===== src/rtl/regfile_wb_arbiter.sv =====
// rtl/regfile_wb_arbiter.sv - two-port writeback arbiter for the register-file write port
//
// Ports A (ALU/link) and B (load) each feed a one-entry holding slot through a
// valid/ready handshake. Each edge at most one held entry is granted. The grant
// drives a registered write strobe, address and data into the register-file
// write decoder.
//
// Ports:
//   clk, rst_n              clock (rising edge), asynchronous active-low reset
//   a_valid/a_ready         port A handshake; a_ready = slot A empty
//   a_addr/a_data           port A destination register and write data
//   b_valid/b_ready         port B handshake; b_ready = slot B empty
//   b_addr/b_data           port B destination register and write data
//   wb_we/wb_addr/wb_data   registered register-file write port
//   busy_vec                bit i set while either slot holds destination i
//
// Optional feature macro: ARB_AGING_EN. When it is defined, port B gains
// priority after MAX_WAIT lost grants.

module regfile_wb_arbiter #(
  parameter int DATA_W   = 32,
  parameter int ADDR_W   = 5,
  parameter int MAX_WAIT = 3
) (
  input  logic                  clk,
  input  logic                  rst_n,
  input  logic                  a_valid,
  output logic                  a_ready,
  input  logic [ADDR_W-1:0]     a_addr,
  input  logic [DATA_W-1:0]     a_data,
  input  logic                  b_valid,
  output logic                  b_ready,
  input  logic [ADDR_W-1:0]     b_addr,
  input  logic [DATA_W-1:0]     b_data,
  output logic                  wb_we,
  output logic [ADDR_W-1:0]     wb_addr,
  output logic [DATA_W-1:0]     wb_data,
  output logic [2**ADDR_W-1:0]  busy_vec
);

  localparam int NREG = 2**ADDR_W;

  // Holding slots
  logic              a_full_q, a_full_d;
  logic [ADDR_W-1:0] a_addr_q, a_addr_d;
  logic [DATA_W-1:0] a_data_q, a_data_d;
  logic              b_full_q, b_full_d;
  logic [ADDR_W-1:0] b_addr_q, b_addr_d;
  logic [DATA_W-1:0] b_data_q, b_data_d;

  // age_q = 1 means slot B holds the older entry
  logic              age_q, age_d;

  // Registered write port
  logic              wb_we_q, wb_we_d;
  logic [ADDR_W-1:0] wb_addr_q, wb_addr_d;
  logic [DATA_W-1:0] wb_data_q, wb_data_d;

  logic a_acc, b_acc;
  logic grant_a, grant_b;

`ifdef ARB_AGING_EN
  logic [3:0] wait_q, wait_d;
`else
  logic [3:0] unused_max_wait;
  assign unused_max_wait = 4'(MAX_WAIT);
`endif

  // Accept only into an empty slot; register 0 is a sink, so its handshake
  // completes without storing anything.
  assign a_acc = a_valid && !a_full_q && (a_addr != '0);
  assign b_acc = b_valid && !b_full_q && (b_addr != '0);

  // Grant is a function of slot registers only, so there is no input-to-output path.
  always_comb begin
    grant_a = 1'b0;
    grant_b = 1'b0;
    if (a_full_q && b_full_q) begin
      if (a_addr_q == b_addr_q) begin
        // Same destination: write the older entry first so the newer value lands last
        grant_b = age_q;
        grant_a = !age_q;
      end else begin
`ifdef ARB_AGING_EN
        grant_b = (wait_q >= 4'(MAX_WAIT));
        grant_a = !grant_b;
`else
        grant_a = 1'b1;
`endif
      end
    end else begin
      grant_a = a_full_q;
      grant_b = b_full_q;
    end
  end

  // Next-state logic
  always_comb begin
    a_full_d  = a_full_q;
    a_addr_d  = a_addr_q;
    a_data_d  = a_data_q;
    b_full_d  = b_full_q;
    b_addr_d  = b_addr_q;
    b_data_d  = b_data_q;
    age_d     = age_q;
    wb_we_d   = grant_a || grant_b;
    wb_addr_d = wb_addr_q;
    wb_data_d = wb_data_q;

    // A slot cannot be granted and refilled on the same edge, because ready
    // comes from the full flag.
    if (grant_a) begin
      a_full_d = 1'b0;
    end else if (a_acc) begin
      a_full_d = 1'b1;
      a_addr_d = a_addr;
      a_data_d = a_data;
    end

    if (grant_b) begin
      b_full_d = 1'b0;
    end else if (b_acc) begin
      b_full_d = 1'b1;
      b_addr_d = b_addr;
      b_data_d = b_data;
    end

    // Entries that land together are ordered B first, then A.
    if (a_acc && b_acc) begin
      age_d = 1'b1;
    end else if (a_acc && b_full_q && !grant_b) begin
      age_d = 1'b1;
    end else if (b_acc && a_full_q && !grant_a) begin
      age_d = 1'b0;
    end

    if (grant_a) begin
      wb_addr_d = a_addr_q;
      wb_data_d = a_data_q;
    end else if (grant_b) begin
      wb_addr_d = b_addr_q;
      wb_data_d = b_data_q;
    end
  end

`ifdef ARB_AGING_EN
  // Counts grants B loses while it waits. The count saturates so it cannot wrap
  // back below MAX_WAIT.
  always_comb begin
    wait_d = wait_q;
    if (!b_full_q || grant_b) begin
      wait_d = 4'd0;
    end else if (grant_a && (wait_q != 4'hF)) begin
      wait_d = wait_q + 4'd1;
    end
  end
`endif

  always_ff @(posedge clk or negedge rst_n) begin
    if (!rst_n) begin
      a_full_q  <= 1'b0;
      a_addr_q  <= '0;
      a_data_q  <= '0;
      b_full_q  <= 1'b0;
      b_addr_q  <= '0;
      b_data_q  <= '0;
      age_q     <= 1'b0;
      wb_we_q   <= 1'b0;
      wb_addr_q <= '0;
      wb_data_q <= '0;
`ifdef ARB_AGING_EN
      wait_q    <= 4'd0;
`endif
    end else begin
      a_full_q  <= a_full_d;
      a_addr_q  <= a_addr_d;
      a_data_q  <= a_data_d;
      b_full_q  <= b_full_d;
      b_addr_q  <= b_addr_d;
      b_data_q  <= b_data_d;
      age_q     <= age_d;
      wb_we_q   <= wb_we_d;
      wb_addr_q <= wb_addr_d;
      wb_data_q <= wb_data_d;
`ifdef ARB_AGING_EN
      wait_q    <= wait_d;
`endif
    end
  end

  // Pending destinations. Register 0 is never stored, so bit 0 stays clear.
  always_comb begin
    busy_vec = '0;
    for (int i = 1; i < NREG; i++) begin
      busy_vec[i] = (a_full_q && (a_addr_q == ADDR_W'(i))) ||
                    (b_full_q && (b_addr_q == ADDR_W'(i)));
    end
  end

  assign a_ready = !a_full_q;
  assign b_ready = !b_full_q;
  assign wb_we   = wb_we_q;
  assign wb_addr = wb_addr_q;
  assign wb_data = wb_data_q;

endmodule


===== config.mk =====
export PLATFORM = sky130hd
export DESIGN_NAME = regfile_wb_arbiter
export DESIGN_NICKNAME = d
export VERILOG_FILES = /design/src/rtl/regfile_wb_arbiter.sv
export SDC_FILE = /design/constraint.sdc
export NUM_CORES = 1
export LEC_CHECK = 0
export ABC_AREA = 1
export BUFFER_PORTS_ARGS = -buffer_cell sky130_fd_sc_hd__buf_2
export CAP_MARGIN = 40
export CORE_MARGIN = 2
export CORE_UTILIZATION = 54
export CTS_BUF_LIST = sky130_fd_sc_hd__clkbuf_4
export DETAILED_ROUTE_END_ITERATION = 10
export PLACE_DENSITY = 0.94
export SYNTH_ARGS = -nofsm -noshare
export SYNTH_HDL_FRONTEND = slang
export SYNTH_SLANG_ARGS = --single-unit
export TNS_END_PERCENT = 100

===== constraint.sdc =====
create_clock -name clk -period 2.05 [get_ports clk]
set_clock_uncertainty 0.15 [all_clocks]
set_input_delay 0.3075 -clock clk [delete_from_list [all_inputs] [get_ports clk]]
set_output_delay 0.3075 -clock clk [all_outputs]
set_load 0.01 [all_outputs]

==> impl_metrics.py, run 1 <==
metrics = {
    "critical_path": {
        "max_stage_delay_ns": 0.50,
        "r2r_setup_slack_ns": 0.03,
        "end_kind": "primary output",
        "worstPathCellList": "inv_4, nor2_4, nand2_1, o22ai_1, buf_2",
        "required_ns": 1.59,
        "startpoint_type": "flip-flop",
        "critical_path_buf_inv_count": 2,
        "slowest_stage": "dfrtp_2",
        "criticalPathCategory": "flip-flop to primary output",
        "cp_top_family": "flip-flops",
        "arrival_ns": 1.72,
        "cp_max_fo": 5,
    },
    "sta": {
        "setup_viol_count_final": 31,
        "maxSlewViolCount": 0,
        "post-route-period-util_pct": 106.3,
        "finalSetupTns_ns": -2.301,
        "setup_ws_ns": -0.1294,
        "hold_violations": 0,
        "min_period_ns": 2.179,
        "max_freq_mhz": 458.8,
        "rsz0062_at_grt": "yes",
    },
    "synth": {
        "synth_ff_type": "dfrtp_1",
        "synthCells": 693,
        "synth_xor_area_share_pct": 0,
        "netlist_area_um2": 5477,
        "synth_top_family_by_area": "simple AND/OR/NAND/NOR gates",
        "synth_nets": 771,
        "synth-seq-cells": 115,
        "yosys.area.top_type": "dfrtp_1",
        "synth_seq_area_share_pct": 52.55,
        "synth.avg_cell_area_um2": 7.903,
        "synth_cell_type_count": 25,
        "synthMuxAreaShare_pct": 0,
        "yosys-top-cells-area": "dfrtp_1, nand2_1, nand3_1",
        "synth_compound_area_share_pct": 10.46,
        "synth-edff-count": 0,
        "synth.most_common_cell": "nand2_1",
        "netlist_top_cells_count": "nand2_1, dfrtp_1, inv_1",
        "yosysWarnings": 0,
        "synthAdderAreaFrac_pct": 0,
        "synth-simple-area-share_pct": 27.07,
        "yosysTopAreaCellShare_pct": 52.55,
        "async_flop_share_pct": 100.0,
    },
    "pwr": {
        "p_int_uw": 4494,
        "power.switching_uw": 2682,
        "ir_drop_mv": 0.6370,
        "leakagePower_uw": 0.003980,
        "pwr-share-comb_pct": 32.7,
        "power_density_nw_per_um2": 929.4,
        "pwr-share-clk_pct": 23.3,
        "p_seq_share_pct": 44.0,
        "netSwitchingFraction_pct": 37.37,
    },
    "drt": {
        "ant_nets": 0,
        "via_per_inst": 5.634,
        "drtIter0Drc": 507,
        "num_vias": 5983,
        "dr.pass1.iters": 6,
        "wire_per_inst_um": 17.08,
        "route.detailed.drc": 0,
        "wl_um": 18140,
    },
    "place": {
        "io_buffers": 148,
        "dp_worst_setup_slack_ns": 0.2585,
        "place_hpwl_um": 9460,
        "finalWeightedCongestion": 0.8823,
    },
    "global_routing": {
        "grt-ovfl-total": 0,
        "grt_pass1_vias": 6059,
        "grt_use_total_pct": 32.73,
        "grt_pass1_wl_um": 28500,
        "grt_max_degree": 77,
        "grt_antenna_before_repair": 0,
    },
    "clock_tree": {
        "clk_latency_ns": 0.50,
        "cts-htree-levels": 4,
        "cts-root-buf": "clkbuf_4",
        "numCtsBuffers": 17,
        "clk_pin_slew_ns": 0.11,
        "cts_num_sinks": 115,
        "clock_path_buffers": 2,
        "cts_tree": "done",
    },
    "cells_and_area": {
        "syn_to_final_growth_pct": 40.99,
        "antenna_cells": 0,
        "final_layout_size_suffix_gt1_share_pct": 30.68,
        "fillers": 604,
        "fin_nets": 996,
    },
    "floorplanning": {
        "die_area_um2": 10960,
        "start_util_pct": 55.77,
        "rows": 36,
        "die_h_um": 104.7,
        "coreArea_um2": 9819,
        "pin_count": 150,
        "die_x_um": 104.7,
    },
    "status": {
        "violations": "negative setup slack",
        "status": "complete, but fails checks",
    },
    "worst_hold_path": {
        "min_path_type": "input port to flip-flop",
    },
    "run": {
        "cap_violations": 0,
    },
}
==> worst paths after layout <==
path / from / to / cells after the start
setup / recovery: b_addr_q[3] / busy_vec[10] / 5
hold / removal: a_valid / a_addr_q[4] / 3
setup reg to reg: b_addr_q[1] / wb_data[23] / 10
hold reg to reg: wb_data[16] / wb_data[16] / 2
max in group asynchronous: rst_n / a_data_q[25] / 3
min in group asynchronous: rst_n / b_data_q[5] / 2
==> area by class of cell <==
class,instances,area [µm²],area share (%)
tap,133,166.4,2.155
timing repair buffer,247,1738,22.51
sequential,115,2892,37.45
clock inverter,13,143.9,1.864
multi-input combinational,451,2318,30.03
inverter,86,335.3,4.343
clock buffer,17,127.6,1.653
==> worst register-to-register path: cells and delay by family, from the launching register on <==
kind          cells  cell delay, ns
simple gates      8            1.02
flops             1            0.54
buf+inv           2            0.24
==> layout by cell type (no fill, tap or decap), types with 9 or more instances in the layout <==
cell	instances
dlygate4sd3_1	76
nand3_1	67
nor2_1	66
o22ai_2	12
dfrtp_1	104
clkbuf_4	17
nand2_2	17
a21oi_1	66
nand2_1	158
buf_4	17
nor2_4	13
inv_1	72
dfrtp_2	11
inv_2	9
o22ai_1	18
nand3_2	12
buf_2	147
==> power by group through the flow <==
stage	sequential, µW	combinational [µW]	clock, µW
6_report	3160	2350	1670
5_1_grt	3200	2580	1790
4_1_cts	3100	2110	1660
3_5_place_dp	3100	1910	0
3_3_place_gp	3080	1840	0
2_1_floorplan	3150	1110	0
==> routing by layer <==
layer | vias up | global-route usage (%) | routed length, µm
li1 | 2666 | - | -
met1 | 2795 | 38.08 | 6594
met2 | 400 | 55.04 | 8982
met3 | 122 | 7.548 | 1428
met4 | 0 | 19.90 | 1135
met5 | - | 0 | 0
==> state kept, by name (all words and copies together), names as in the netlist <==
signal and cells:
a_data_q 32, b_data_q 32, wb_data 32, a_addr_q 5, b_addr_q 5, wb_addr 5
a_full_q 1, age_q 1, b_full_q 1, wb_we 1
==> logic make-up after synthesis <==
kind of cell / after synthesis
and+or+nand+nor: 345
DFF: 115
AOI/OAI and AO/OA: 105
buffers and inverters: 127
other: 1
==> repair_timing <==
action | CTS | global route
gates resized for setup | 50 | 39
endpoints found under the setup margin | 31 | 45
endpoints found under the hold margin | 138 | 0
hold buffers | 76 | 0
pin swaps | 4 | 11
setup buffers | 3 | 7
==> metrics by stage <==
step           utilization [%]  power (µW)  hold WS (ns)  instances  area (µm²)
2_1_floorplan                -        4263       -0.1381        693        5477
3_3_place_gp             64.53        4921        0.1426        946        6336
3_5_place_dp             64.53        5007        0.1413        946        6336
4_1_cts                  76.68        6871      0.005225       1055        7530
5_1_grt                  78.63        7573      0.007400       1062        7721
6_report                 78.63        7176       0.05024       1062        7721
Note: power is estimated with default switching activity, not from simulation.
==> inputs of run 2 (changes only) <==
Settings changed: CORE_UTILIZATION 54 to 38, PLACE_DENSITY 0.94 to 0.73, RECOVER_POWER set to 100.
==> run 2 against run 1 <==
Compared with the run above: the run still ends with negative setup slack left; non-clock buffer count is 16 higher; via count is 6.6% lower; die area is 40% higher; register-to-register slack worse by 0.02 ns; maximum frequency is 2.0% higher; worst hold slack better by 0.090 ns; design area is 1.7% higher; utilization is 22 points lower; clock power hardly changed; sequential power is 2% lower; highest routed layer unchanged.
==> impl_metrics.py, run 2 (synthesis gave the netlist of run 1 again) <==
metrics = {
    "floorplanning": {
        "die_area_um2": 15390,
        "rows": 43,
        "start_util_pct": 39.15,
        "die_x_um": 124.1,
        "pin_count": 150,
        "coreArea_um2": 13990,
        "die_h_um": 124.1,
    },
    "global_routing": {
        "grt_antenna_before_repair": 1,
        "grt_max_degree": 47,
        "grt-ovfl-total": 0,
        "grt_use_total_pct": 21.15,
        "grt_pass1_vias": 5367,
        "grt_pass1_wl_um": 25300,
    },
    "clock_tree": {
        "cts_num_sinks": 115,
        "cts-root-buf": "clkbuf_4",
        "clock_path_buffers": 2,
        "clk_latency_ns": 0.51,
        "cts_tree": "done",
        "cts-htree-levels": 4,
        "numCtsBuffers": 17,
        "clk_pin_slew_ns": 0.11,
    },
    "drt": {
        "via_per_inst": 4.939,
        "wl_met2_um": 8082,
        "wl_met1_um": 7097,
        "ant_nets": 0,
        "num_vias": 5586,
        "wl_met3_um": 990,
        "top_layer": "met4",
        "drtIter0Drc": 315,
        "route.detailed.drc": 0,
        "wl_um": 16640,
        "dr.pass1.iters": 5,
        "wire_per_inst_um": 14.71,
    },
    "sta": {
        "min_period_ns": 2.136,
        "setup_ws_ns": -0.08645,
        "max_freq_mhz": 468.1,
        "maxSlewViolCount": 0,
        "max_slew_margin_pct": 24.12,
        "setup_viol_count_final": 26,
        "tightestPinTransition_ns": 1.138,
        "rsz0062_at_grt": "yes",
        "hold_violations": 0,
        "post-route-period-util_pct": 104.2,
    },
    "critical_path": {
        "arrival_ns": 1.68,
        "startpoint_type": "flip-flop",
        "cp_max_fo": 5,
        "criticalPathCategory": "flip-flop to primary output",
        "required_ns": 1.59,
        "end_kind": "primary output",
    },
    "cells_and_area": {
        "syn_to_final_growth_pct": 43.45,
        "final_layout_size_suffix_gt1_share_pct": 27.26,
        "fillers": 1245,
        "layout_common_cells": "nand2_1, buf_2, dfrtp_1",
        "mostFrequentLayoutCell": "nand2_1",
        "fin_nets": 1015,
        "stdcell_count": 1131,
    },
    "place": {
        "io_buffers": 148,
        "finalWeightedCongestion": 0.8762,
        "dp_cells": 996,
        "place_hpwl_um": 9779,
    },
    "status": {
        "violations": "negative setup slack",
        "status": "complete, but fails checks",
    },
    "pwr": {
        "ir_drop_mv": 0.5951,
        "fin_total_pwr_uw": 7000,
        "power_density_nw_per_um2": 891.0,
        "leakagePower_uw": 0.003952,
    },
    "run": {
        "cap_violations": 0,
    },
    "worst_hold_path": {
        "min_path_type": "input port to flip-flop",
    },
}
-- run 2: changes by cell type in the layout (fill, tap and decap cells not counted), sizes merged --
| cell | before | now |
|---|---|---|
| buf | 171 | 139 |
| diode | 0 | 1 |
| nand2 | 180 | 183 |
| clkinvlp | 2 | 3 |
| inv | 86 | 85 |
| clkinv | 8 | 9 |
| clkbuf | 17 | 66 |
-- run 2: path summary, 6_finish.rpt --
kind / from / to / slack (ns) / cells after the start
hold reg to reg: wb_data[5] / wb_data[5] / 0.34 / 2
setup reg to reg: a_full_q / wb_data[19] / 0.01 / 6
max in group asynchronous: rst_n / b_addr_q[1] / 0.20 / 3
min in group asynchronous: rst_n / wb_data[8] / 0.39 / 2
setup / recovery: b_addr_q[0] / busy_vec[8] / -0.09 / 5
hold / removal: b_valid / b_full_q / 0.14 / 3
-- run 2: layout make-up --
class / instances / area (µm²) / area share, %
repair buffers: 263 / 1803 / 22.95
diodes: 1 / 2.502 / 0.03185
clock inverters: 14 / 143.9 / 1.832
well taps: 180 / 225.2 / 2.867
clock buffers: 18 / 135.1 / 1.720
inverters: 86 / 329.1 / 4.189
multi-input cells: 454 / 2327 / 29.62
flip-flops and latches: 115 / 2890 / 36.79
-- run 2: critical path, stage by stage, from the launching register on --
cell and delay [ns]:
dfrtp_2 0.46, buf_4 0.16, nor2_4 0.12, nand2_1 0.11, o22ai_1 0.17, buf_2 0.16
-- run 2: per-layer routing --
metal  track usage (%)  up-vias
met5                 0        -
met4             9.410        0
met3             4.441       50
met2             34.63      215
met1             27.00     2621
li1                  -     2700
-- run 2: stage by stage --
stage	worst slack [ns]	TNS, ns	instance area (µm²)	hold slack [ns]	util (%)
6_report	-0.08645	-1.165	7856	0.1404	56.16
5_1_grt	-0.1611	-8.755	7856	0.1476	56.16
4_1_cts	-0.05503	-0.7667	7721	0.02945	55.20
3_5_place_dp	0.1937	0	6470	0.2311	46.25
3_3_place_gp	0.2035	0	6470	0.2314	46.25
2_1_floorplan	0.4984	0	5477	-0.1381	-
-- run 2: what timing repair did --
action | 4_1_cts | 5_1_grt
hold buffers | 76 | 0
setup buffers | 8 | 14
endpoints found under the hold margin | 117 | 0
pin swaps | 3 | 19
cloned | 0 | 4
setup endpoints to repair | 31 | 68
resized for setup | 53 | 32
-- run 2: power by group --
group	switching [µW]	total (µW)	leakage (µW)	internal, µW
Combinational	1370	2210	0.00252	838
Clock	853	1680	0.000149	830
Sequential	320	3110	0.00128	2790
Total	2550	7000	0.00395	4460
==> inputs of run 3 (changes only) <==
Settings changed: ABC_AREA 1 to unset, CTS_BUF_LIST sky130_fd_sc_hd__clkbuf_4 to sky130_fd_sc_hd__clkbuf_8.
==> run 3 against run 2 <==
Compared with the run above: the run still ends with negative setup slack left; die area shrank 1.5%; count of clock-buffer cells in the layout rose by 5; via count fell by 13%; flip-flop and latch count stayed put; critical path depth stayed put; first-iteration DRC count is 10% higher; combinational power is 23% higher; clock power rose by 43%; setup slack worse by 0.18 ns; worst hold slack worse by 0.10 ns; non-clock buffer count is 28 higher; maximum frequency fell by 7.8%; largest cell class unchanged; largest power group unchanged.
==> impl_metrics.py, run 3 <==
metrics = {
    "cells_and_area": {
        "layout_common_cells": "dfrtp_1, buf_2, dlygate4sd3_1",
        "antenna_cells": 0,
        "fin_nets": 789,
        "syn_to_final_growth_pct": 57.12,
        "final_layout_size_suffix_gt1_share_pct": 45.86,
        "fin_util_pct": 61.00,
        "mostFrequentLayoutCell": "dfrtp_1",
        "stdcell_count": 904,
    },
    "floorplanning": {
        "die_area_um2": 15150,
        "coreArea_um2": 13880,
        "die_h_um": 123.1,
        "rows": 43,
        "pin_count": 150,
        "start_util_pct": 38.82,
        "die_x_um": 123.1,
    },
    "clock_tree": {
        "clk_pin_slew_ns": 0.07,
        "cts_tree": "done",
        "clk_latency_ns": 0.43,
        "clock_path_buffers": 2,
        "cts-root-buf": "clkbuf_8",
        "cts-htree-levels": 4,
        "cts_num_sinks": 115,
        "numCtsBuffers": 17,
    },
    "place": {
        "dp_cells": 754,
        "io_buffers": 148,
        "finalWeightedCongestion": 0.8843,
        "place_hpwl_um": 9648,
    },
    "drt": {
        "num_vias": 4872,
        "ant_nets": 0,
        "dr.pass1.iters": 4,
        "drtIter0Drc": 348,
        "via_per_inst": 5.389,
        "route.detailed.drc": 0,
        "wire_per_inst_um": 19.44,
        "wl_um": 17580,
    },
    "sta": {
        "post-route-period-util_pct": 113.0,
        "setup_viol_count_final": 122,
        "finalSetupTns_ns": -7.106,
        "hold_violations": 0,
        "max_freq_mhz": 431.7,
        "rsz0062_at_grt": "yes",
        "maxSlewViolCount": 0,
        "setup_ws_ns": -0.2663,
        "tightestPinTransition_ns": 1.259,
        "max_slew_margin_pct": 16.04,
        "min_period_ns": 2.316,
    },
    "critical_path": {
        "max_stage_delay_ns": 0.45,
        "startpoint_type": "flip-flop",
        "arrival_ns": 1.86,
        "cp_top_family": "simple AND/OR/NAND/NOR gates",
        "worstPathCellList": "buf_6, nand2b_2, or3_4, o22ai_1, buf_2",
        "criticalPathCategory": "flip-flop to primary output",
        "slowest_stage": "dfrtp_1",
        "reg2reg_depth": 7,
        "required_ns": 1.59,
        "cp.depth": 5,
        "cp_max_fo": 5,
        "end_kind": "primary output",
        "critical_path_buf_inv_count": 2,
    },
    "synth": {
        "synth-seq-cells": 115,
        "synth.most_common_cell": "dfrtp_1",
        "netlist_area_um2": 5389,
        "yosysWarnings": 0,
        "yosys.area.top_type": "dfrtp_1",
        "synth.avg_cell_area_um2": 12.39,
        "synth-edff-count": 0,
        "synth_ff_type": "dfrtp_1",
        "synth_nets": 513,
        "synthCells": 435,
        "yosys-top-cells-area": "dfrtp_1, mux2_2, mux2i_1",
        "yosysTopAreaCellShare_pct": 53.40,
        "async_flop_share_pct": 100.0,
        "netlist_top_cells_count": "dfrtp_1, mux2_2, nor2_1",
        "synth_cell_type_count": 36,
        "synth_seq_area_share_pct": 53.40,
    },
    "global_routing": {
        "grt_pass1_wl_um": 24420,
        "grt_antenna_before_repair": 0,
        "grt-ovfl-total": 0,
        "grt_use_total_pct": 21.04,
        "grt_max_degree": 63,
        "grt_pass1_vias": 4815,
    },
    "pwr": {
        "power.switching_uw": 2584,
        "p_seq_share_pct": 38.7,
        "pwr-share-comb_pct": 32.4,
        "p_int_uw": 5762,
        "power_density_nw_per_um2": 985.7,
        "ir_drop_mv": 0.5901,
        "pwr-share-clk_pct": 28.9,
        "leakagePower_uw": 0.003864,
        "netSwitchingFraction_pct": 30.96,
    },
    "worst_hold_path": {
        "whs_path_depth": 2,
        "min_path_type": "input port to flip-flop",
    },
    "status": {
        "status": "complete, but fails checks",
        "violations": "negative setup slack",
    },
    "run": {
        "cap_violations": 0,
    },
}
==> run 3: power by group through the flow <==
stage | Clock, µW | Sequential, µW | Combinational [µW]
2_1_floorplan | 0 | 3230 | 1280
3_3_place_gp | 0 | 3220 | 1990
3_5_place_dp | 0 | 3250 | 2070
4_1_cts | 2460 | 3200 | 2480
5_1_grt | 2540 | 3290 | 2900
6_report | 2410 | 3230 | 2710
==> run 3: worst paths after layout <==
path,endpoint,startpoint,slack (ns)
worst max-delay path,busy_vec[4],b_addr_q[2],-0.27
worst min register to register,wb_data[21],a_data_q[21],0.35
min in group asynchronous,a_data_q[16],rst_n,0.52
worst max register to register,wb_data[17],b_full_q,-0.10
worst min-delay path,b_addr_q[2],b_addr[2],0.04
max in group asynchronous,wb_data[30],rst_n,0.33
==> run 3: what timing repair did <==
item	4_1_cts	5_1_grt
endpoints found under the hold margin	187	0
buffers inserted	22	11
cloned	1	14
hold buffers	73	0
pin swaps	13	58
endpoints found under the setup margin	31	125
resized for setup	49	26
==> run 3: kinds of logic (layout without fill, tap and decap cells) <==
group / Yosys count / after routing / share of synthesized area (%)
AOI/OAI and AO/OA: 75 / 75 / 11.31
DFF: 115 / 115 / 53.40
other: 1 / 1 / 0.06959
and+or+nand+nor: 100 / 100 / 9.148
muxes: 103 / 103 / 20.69
xor gates and xnor gates: 5 / 5 / 0.8126
buffers and inverters: 36 / 325 / 4.574
==> run 3: layout make-up <==
class | instances | area [µm²]
well taps | 180 | 225.2
repair buffers | 291 | 2350
clock buffers | 23 | 316.6
flip-flops and latches | 115 | 2888
clock inverters | 9 | 150.1
inverters | 2 | 11.26
fillers | 1109 | 5414
multi-input cells | 284 | 2526
==> run 3: stage by stage <==
stage / instance area (µm²) / setup slack (ns) / total power, µW / hold WS, ns
after CTS: 8028 / -0.2198 / 8135 / 0.002565
after floorplan: 5389 / 0.1047 / 4505 / -0.1381
after global placement: 6445 / 0.002611 / 5211 / 0.1824
after detailed placement: 6445 / -0.01209 / 5323 / 0.1937
final: 8467 / -0.2663 / 8346 / 0.03894
after global routing: 8467 / -0.3079 / 8730 / 0.007442
==> run 3: metal layers <==
metal | vias to the layer above | wire length [µm] | GRT usage [%]
li1 | 2165 | - | -
met1 | 2464 | 7272 | 25.52
met2 | 214 | 9107 | 36.46
met3 | 29 | 954 | 4.843
met4 | 0 | 241 | 7.884
met5 | - | 0 | 0
==> run 3: worst register-to-register path, delay by kind of cell, from the launching register on <==
| family | cells | cell delay [ns] |
|---|---|---|
| mux | 1 | 0.29 |
| compound gates | 1 | 0.30 |
| buf+inv | 4 | 0.81 |
| flops | 1 | 0.39 |
| simple gates | 1 | 0.08 |
